File: src/rtl/biquad_cascade_if.sv
// Sample stream bundle for biquad_cascade: input handshake, output handshake and saturation flag.
// The producer/consumer side uses master; the filter uses slave.
interface biquad_cascade_if #(
    parameter int DATAWIDTH = 12
);
    logic                        in_valid;
    logic                        in_ready;
    logic signed [DATAWIDTH-1:0] x_in;
    logic                        out_valid;
    logic                        out_ready;
    logic signed [DATAWIDTH-1:0] y_out;
    logic                        out_sat;

    modport master (
        output in_valid, x_in, out_ready,
        input  in_ready, out_valid, y_out, out_sat
    );

    modport slave (
        input  in_valid, x_in, out_ready,
        output in_ready, out_valid, y_out, out_sat
    );
endinterface

File: src/rtl/biquad_cascade.sv
// Cascade of DF-I biquads sharing one MAC; 6*SECTIONS cycles from accept to out_valid.
// Accepts only in IDLE; the result is held in OUT until out_ready, stalling new input.
module biquad_cascade #(
    parameter int DATAWIDTH = 12,
    parameter int COEFWIDTH = 16,
    parameter int SECTIONS  = 4,
    parameter int ACCUM     = 3,
    parameter int CAW       = $clog2(5*SECTIONS)
) (
    input  logic                        clk,
    input  logic                        nreset,
    biquad_cascade_if.slave             bus,
    input  logic                        clear,
    input  logic                        coef_we,
    input  logic [CAW-1:0]              coef_addr,
    input  logic signed [COEFWIDTH-1:0] coef_wdata,
    output logic                        busy
);
    localparam int ACCW  = DATAWIDTH + COEFWIDTH + ACCUM;
    localparam int PW    = DATAWIDTH + COEFWIDTH;
    localparam int NCOEF = 5 * SECTIONS;
    localparam int SW    = (SECTIONS > 1) ? $clog2(SECTIONS) : 1;

    localparam logic signed [COEFWIDTH-1:0] B0_ONE = {2'b01, {(COEFWIDTH-2){1'b0}}};
    localparam logic signed [ACCW-1:0] YMAX = {{(ACCW-DATAWIDTH+1){1'b0}}, {(DATAWIDTH-1){1'b1}}};
    localparam logic signed [ACCW-1:0] YMIN = {{(ACCW-DATAWIDTH+1){1'b1}}, {(DATAWIDTH-1){1'b0}}};

    typedef enum logic [1:0] {IDLE, MAC, WB, OUT} state_t;

    state_t                        state;
    logic [SW-1:0]                 s;
    logic [2:0]                    k;
    logic signed [DATAWIDTH-1:0]   xin_s;
    logic signed [ACCW-1:0]        acc;
    logic                          sat;
    logic                          out_valid;
    logic signed [DATAWIDTH-1:0]   y_out;
    logic                          out_sat;

    logic signed [COEFWIDTH-1:0]   coef [NCOEF];
    logic signed [DATAWIDTH-1:0]   x1 [SECTIONS];
    logic signed [DATAWIDTH-1:0]   x2 [SECTIONS];
    logic signed [DATAWIDTH-1:0]   y1 [SECTIONS];
    logic signed [DATAWIDTH-1:0]   y2 [SECTIONS];

    logic [CAW-1:0]                cidx;
    logic signed [COEFWIDTH-1:0]   csel;
    logic signed [DATAWIDTH-1:0]   op;
    logic signed [PW-1:0]          prod;
    logic signed [ACCW-1:0]        acc_next;
    logic signed [ACCW-1:0]        r;
    logic signed [DATAWIDTH-1:0]   ycl;
    logic                          sat_now;

    assign bus.in_ready  = (state == IDLE);
    assign bus.out_valid = out_valid;
    assign bus.y_out     = y_out;
    assign bus.out_sat   = out_sat;
    assign busy          = (state != IDLE);

    always_comb begin
        cidx = CAW'(int'(s) * 5 + int'(k));
        csel = coef[cidx];
        case (k)
            3'd1:    op = x1[s];
            3'd2:    op = x2[s];
            3'd3:    op = y1[s];
            3'd4:    op = y2[s];
            default: op = xin_s;
        endcase
        prod     = PW'(op) * PW'(csel);
        acc_next = (k == 3'd0) ? ACCW'(prod) : acc + ACCW'(prod);
    end

    // Floor-truncate the Q2 coefficient scaling back to sample scale, then clamp.
    always_comb begin
        r       = acc >>> (COEFWIDTH - 2);
        sat_now = 1'b0;
        ycl     = r[DATAWIDTH-1:0];
        if (r > YMAX) begin
            ycl     = {1'b0, {(DATAWIDTH-1){1'b1}}};
            sat_now = 1'b1;
        end else if (r < YMIN) begin
            ycl     = {1'b1, {(DATAWIDTH-1){1'b0}}};
            sat_now = 1'b1;
        end
    end

    always_ff @(posedge clk or negedge nreset) begin
        if (!nreset) begin
            state     <= IDLE;
            s         <= '0;
            k         <= '0;
            xin_s     <= '0;
            acc       <= '0;
            sat       <= 1'b0;
            out_valid <= 1'b0;
            y_out     <= '0;
            out_sat   <= 1'b0;
            for (int i = 0; i < NCOEF; i++) coef[i] <= (i % 5 == 0) ? B0_ONE : '0;
            for (int i = 0; i < SECTIONS; i++) begin
                x1[i] <= '0;
                x2[i] <= '0;
                y1[i] <= '0;
                y2[i] <= '0;
            end
        end else begin
            if (state == IDLE && coef_we && int'(coef_addr) < NCOEF)
                coef[coef_addr] <= coef_wdata;

            if (clear) begin
                for (int i = 0; i < SECTIONS; i++) begin
                    x1[i] <= '0;
                    x2[i] <= '0;
                    y1[i] <= '0;
                    y2[i] <= '0;
                end
                state     <= IDLE;
                out_valid <= 1'b0;
            end else begin
                case (state)
                    IDLE: begin
                        if (bus.in_valid) begin
                            xin_s <= bus.x_in;
                            s     <= '0;
                            k     <= '0;
                            sat   <= 1'b0;
                            state <= MAC;
                        end
                    end
                    MAC: begin
                        acc <= acc_next;
                        if (k == 3'd4) begin
                            k     <= '0;
                            state <= WB;
                        end else begin
                            k <= k + 3'd1;
                        end
                    end
                    WB: begin
                        x2[s] <= x1[s];
                        x1[s] <= xin_s;
                        y2[s] <= y1[s];
                        y1[s] <= ycl;
                        xin_s <= ycl;
                        if (sat_now) sat <= 1'b1;
                        if (int'(s) == SECTIONS - 1) begin
                            y_out     <= ycl;
                            out_sat   <= sat | sat_now;
                            out_valid <= 1'b1;
                            state     <= OUT;
                        end else begin
                            s     <= s + 1'b1;
                            state <= MAC;
                        end
                    end
                    OUT: begin
                        if (bus.out_ready) begin
                            out_valid <= 1'b0;
                            state     <= IDLE;
                        end
                    end
                    default: state <= IDLE;
                endcase
            end
        end
    end
endmodule

File: src/flat_wrapper.sv
// flat-port wrapper written by rule: the top's interface ports become plain ports
module biquad_cascade_flat 
#(
    parameter int DATAWIDTH = 12,
    parameter int COEFWIDTH = 16,
    parameter int SECTIONS  = 4,
    parameter int ACCUM     = 3,
    parameter int CAW       = $clog2(5*SECTIONS)
)
  (clk, nreset, clear, coef_we, coef_addr, coef_wdata, busy, bus_in_valid, bus_x_in, bus_out_ready, bus_in_ready, bus_out_valid, bus_y_out, bus_out_sat);
  biquad_cascade_if #(.DATAWIDTH(DATAWIDTH)) bus_i ();
  input  logic clk;
  input  logic nreset;
  input  logic clear;
  input  logic coef_we;
  input  logic [CAW-1:0] coef_addr;
  input  logic signed [COEFWIDTH-1:0] coef_wdata;
  output logic busy;
  input wire logic [$bits(bus_i.in_valid)-1:0] bus_in_valid;
  input wire logic [$bits(bus_i.x_in)-1:0] bus_x_in;
  input wire logic [$bits(bus_i.out_ready)-1:0] bus_out_ready;
  output wire logic [$bits(bus_i.in_ready)-1:0] bus_in_ready;
  output wire logic [$bits(bus_i.out_valid)-1:0] bus_out_valid;
  output wire logic [$bits(bus_i.y_out)-1:0] bus_y_out;
  output wire logic [$bits(bus_i.out_sat)-1:0] bus_out_sat;
  assign bus_i.in_valid = bus_in_valid;
  assign bus_i.x_in = bus_x_in;
  assign bus_i.out_ready = bus_out_ready;
  assign bus_in_ready = bus_i.in_ready;
  assign bus_out_valid = bus_i.out_valid;
  assign bus_y_out = bus_i.y_out;
  assign bus_out_sat = bus_i.out_sat;
  biquad_cascade #(.DATAWIDTH(DATAWIDTH), .COEFWIDTH(COEFWIDTH), .SECTIONS(SECTIONS), .ACCUM(ACCUM), .CAW(CAW)) u_core (.clk(clk), .nreset(nreset), .bus(bus_i), .clear(clear), .coef_we(coef_we), .coef_addr(coef_addr), .coef_wdata(coef_wdata), .busy(busy));
endmodule
File: config.mk
export PLATFORM = sky130hd
export DESIGN_NAME = biquad_cascade_flat
export DESIGN_NICKNAME = d
export VERILOG_FILES = /design/src/rtl/biquad_cascade_if.sv /design/src/rtl/biquad_cascade.sv /design/src/flat_wrapper.sv
export SDC_FILE = /design/constraint.sdc
export NUM_CORES = 2
export LEC_CHECK = 0
export ABC_AREA = 1
export BUFFER_PORTS_ARGS = -buffer_cell sky130_fd_sc_hd__buf_4
export CORE_MARGIN = 2
export CORE_UTILIZATION = 30
export DETAILED_ROUTE_END_ITERATION = 12
export PLACE_DENSITY_LB_ADDON = 0.1
export SETUP_SLACK_MARGIN = 0.2
export SLEW_MARGIN = 25
export SYNTH_ARGS = -nofsm -noshare
export SYNTH_HDL_FRONTEND = slang
export SYNTH_SLANG_ARGS = --single-unit
File: constraint.sdc
create_clock -name clk -period 14.4 [get_ports clk]
set_clock_uncertainty 0.05 [all_clocks]
set_input_delay 0.72 -clock clk [delete_from_list [all_inputs] [get_ports clk]]
set_output_delay 0.72 -clock clk [all_outputs]
set_load 0.03 [all_outputs]
==> run_results.csv <==
group,metric,value,unit
placement,dpl_worst_slack,4.344,ns
clocking,cts_tree,"done",
hold_path,min_path_type,"in -> async",
clocking,cts_max_level,3,
detailed_routing,vias,30050,
setup_path,criticalPathCategory,"reg -> reg",
global_route,track_usage,20.94,%
timing,setup_viol,0,
logic_synthesis,synth_edf_count,0,
timing,max_freq,100.2,MHz
setup_path,critPathMostFrequentCell,"nand2_1",
setup_path,ff2ff_path_depth,43,
clocking,cts_setup_buffers,0,
global_route,grt_pass1_vias,30530,
detailed_routing,drtPass1Iterations,6,
logic_synthesis,synthCells,4453,
detailed_routing,drt-initial-drc-count,2231,
logic_synthesis,yosys_warnings,0,
clocking,clk_pin_slew_worst_paths,0.05,ns
finish,n_antenna_cell,0,
finish,syn_to_final_growth,11.85,%
setup_path,slowest_stage,"fa_1",
finish,regArea,14450,um^2
floorplan,die_w,348.8,um
placement,io_buffers,54,
logic_synthesis,ys_seq_area_share,40.51,%
detailed_routing,avgRoutedWirePerCell,21.08,um
global_route,grt_pass1_wl,196500,um
floorplan,io_pins,55,
setup_path,worstSetupStartpointType,"flop",
detailed_routing,final_antenna_net_count,0,
logic_synthesis,netlist_top_cells_area,"dfrtp_1 40%, nand2_1 11%, fa_1 10%",
clocking,cts_resized,0,
timing,finalWorstSetupSlack,4.415,ns
timing,max_slew_margin,30.45,%
logic_synthesis,syn-num-nets,4777,
setup_path,crit_fanout,66,
placement,placed_cell_area,37440,um^2
placement,gp_congestion,0.9130,
clocking,numCtsBuffers,73,
logic_synthesis,ys_types,52,
global_route,grt_start_max_net_pins,174,
setup_path,arrival,10.46,ns
timing,timing.final.crit_share,69.34,%
floorplan,row_count,126,
logic_synthesis,syn-mean-instance-area,8.008,um^2
clocking,postCtsHoldBufs,0,
outcome,status,"finished clean",
floorplan,die_y,348.8,um
global_route,antenna_found_initial,1,
finish,multiInputGateArea,18110,um^2
logic_synthesis,syn_area,35660,um^2
timing,setup_tns,0,ns
floorplan,core_region_area,117900,um^2
timing,rsz0062_at_grt,"no",
timing,final_max_slew_viol_count,0,
logic_synthesis,synthArstFlopShare,100.0,%
logic_synthesis,ys_seq_elements,577,
clocking,cts_buffer_depth,3,
logic_synthesis,synth.top_cell.area_share,40.21,%
timing,worstMarginPinSlew,1.043,ns
setup_path,required,14.87,ns
detailed_routing,drc_errors,0,
global_route,grt_overflow,0,
placement,dp_hpwl,83780,um
detailed_routing,drt_wl_total,125800,um
finish,drive_above_1_share,6.948,%
detailed_routing,vias_per_cell,5.034,
run,drv_cap,0,
setup_path,max_stage_delay,0.80,ns
finish,layout.nets,4700,
setup_path,critical_path.endpoint_type,"flop",
floorplan,dieArea,121600,um^2
floorplan,initial_utilization,30.24,%
finish,final_cell_area,39880,um^2
clocking,numClockSinks,577,
logic_synthesis,yosys.area.top_type,"dfrtp_1",
logic_synthesis,ys.flop_type,"dfrtp_1",
timing,min_period,9.985,ns
timing,final_hold_viol_count,0,
clocking,root_buffer,"clkbuf_16",
finish,num-fill-cells,12670,
clocking,insertion_delay,0.65,ns
-- stage by stage --
step	hold slack [ns]	utilization (%)	instances
floorplan	0.3744	-	4453
global placement	0.4117	31.74	5836
detailed placement	0.4096	31.75	5836
CTS	0.07807	33.79	5968
global route	0.1306	33.82	5969
finish	0.07289	33.82	5969
-- synthesized netlist by cell type, types with 5 or more instances --
| library cell | n |
|---|---|
| and2_1 | 11 |
| xor2_1 | 17 |
| o21ai_2 | 7 |
| o21ai_1 | 17 |
| dfrtp_1 | 573 |
| nand4_1 | 41 |
| inv_2 | 17 |
| a32o_1 | 11 |
| o22ai_1 | 108 |
| buf_1 | 6 |
| or2_2 | 6 |
| ha_1 | 104 |
| buf_4 | 14 |
| nor2_1 | 250 |
| inv_1 | 520 |
| buf_2 | 65 |
| xnor2_1 | 6 |
| o22ai_2 | 6 |
| o21ai_0 | 633 |
| nor3_1 | 9 |
| o21bai_1 | 5 |
| o211ai_1 | 10 |
| a31oi_1 | 14 |
| fa_1 | 181 |
| o221ai_1 | 28 |
| a22oi_1 | 29 |
| a21oi_1 | 233 |
| nand3_1 | 258 |
| clkbuf_1 | 183 |
| nand2_1 | 1050 |
-- cell usage in the layout, fill, tap and decap left out, types with 14 or more instances in the layout --
| cell type | instances |
|---|---|
| nand2_1 | 1044 |
| nand3_1 | 255 |
| inv_1 | 517 |
| ha_1 | 102 |
| clkbuf_8 | 22 |
| dfrtp_1 | 571 |
| clkbuf_1 | 18 |
| inv_2 | 18 |
| o21ai_0 | 633 |
| xor2_1 | 17 |
| nand4_1 | 41 |
| o221ai_1 | 28 |
| a21oi_1 | 232 |
| fa_1 | 181 |
| a31oi_1 | 14 |
| o21ai_1 | 17 |
| nor2_1 | 249 |
| o22ai_1 | 108 |
| a22oi_1 | 29 |
| clkbuf_16 | 75 |
| buf_4 | 111 |
-- worst max-delay path, delay by kind of cell (launching register included) --
kind,cells,cell delay (ns)
flip-flops,1,0.42
AO/OA/AOI/OAI,3,0.56
adder cells (fa/ha/maj),9,4.50
AND/OR/NAND/NOR,23,2.54
buffers and inverters,8,1.73
-- path summary, 6_finish.rpt --
path,from,endpoint,slack (ns)
min,nreset,u_core.x1[10],0.07
max reg2reg,u_core.k[1],u_core.acc[30],4.42
min reg2reg,u_core.bus.out_valid,u_core.bus.out_valid,0.42
min in group clk,bus_x_in[8],u_core.xin_s[8],0.29
max in group asynchronous,nreset,u_core.coef[158],12.12
max,u_core.k[1],u_core.acc[30],4.42
-- state kept, by name (all words and copies together), names as in the netlist, 3 cells and up --
signal,cells
u_core.xin_s,12
u_core.x1,48
u_core.bus.y_out,12
u_core.acc,31
u_core.coef,320
u_core.k,3
u_core.y1,48
u_core.x2,48
u_core.y2,48
-- cell type report --
type | instances | share of cell area [%]
timing repair buffer | 118 | 2.403
inverter | 540 | 5.098
tap | 1536 | 4.819
multi-input combinational | 3066 | 45.41
clock buffer | 115 | 5.634
sequential | 577 | 36.23
clock inverter | 17 | 0.4110
-- metal layers --
metal	track usage [%]	vias to the layer above	wire, um
li1	-	14410	-
met1	28.76	14920	58760
met2	35.16	565	59910
met3	2.193	158	4068
met4	5.366	0	3065
met5	0	-	0
-- kinds of logic (layout without fill, tap and decap cells) --
group | Yosys count | after routing | share of synthesized area, %
compound gates | 1115 | 1115 | 17.22
buf+inv | 810 | 790 | 8.951
flops | 577 | 577 | 40.51
xor+xnor | 24 | 24 | 0.6105
simple gates | 1642 | 1642 | 18.90
fa+ha+maj | 285 | 285 | 13.81
Power is not shown: default switching activity piles up to over one toggle a cycle in this logic, so the estimate is an artifact.
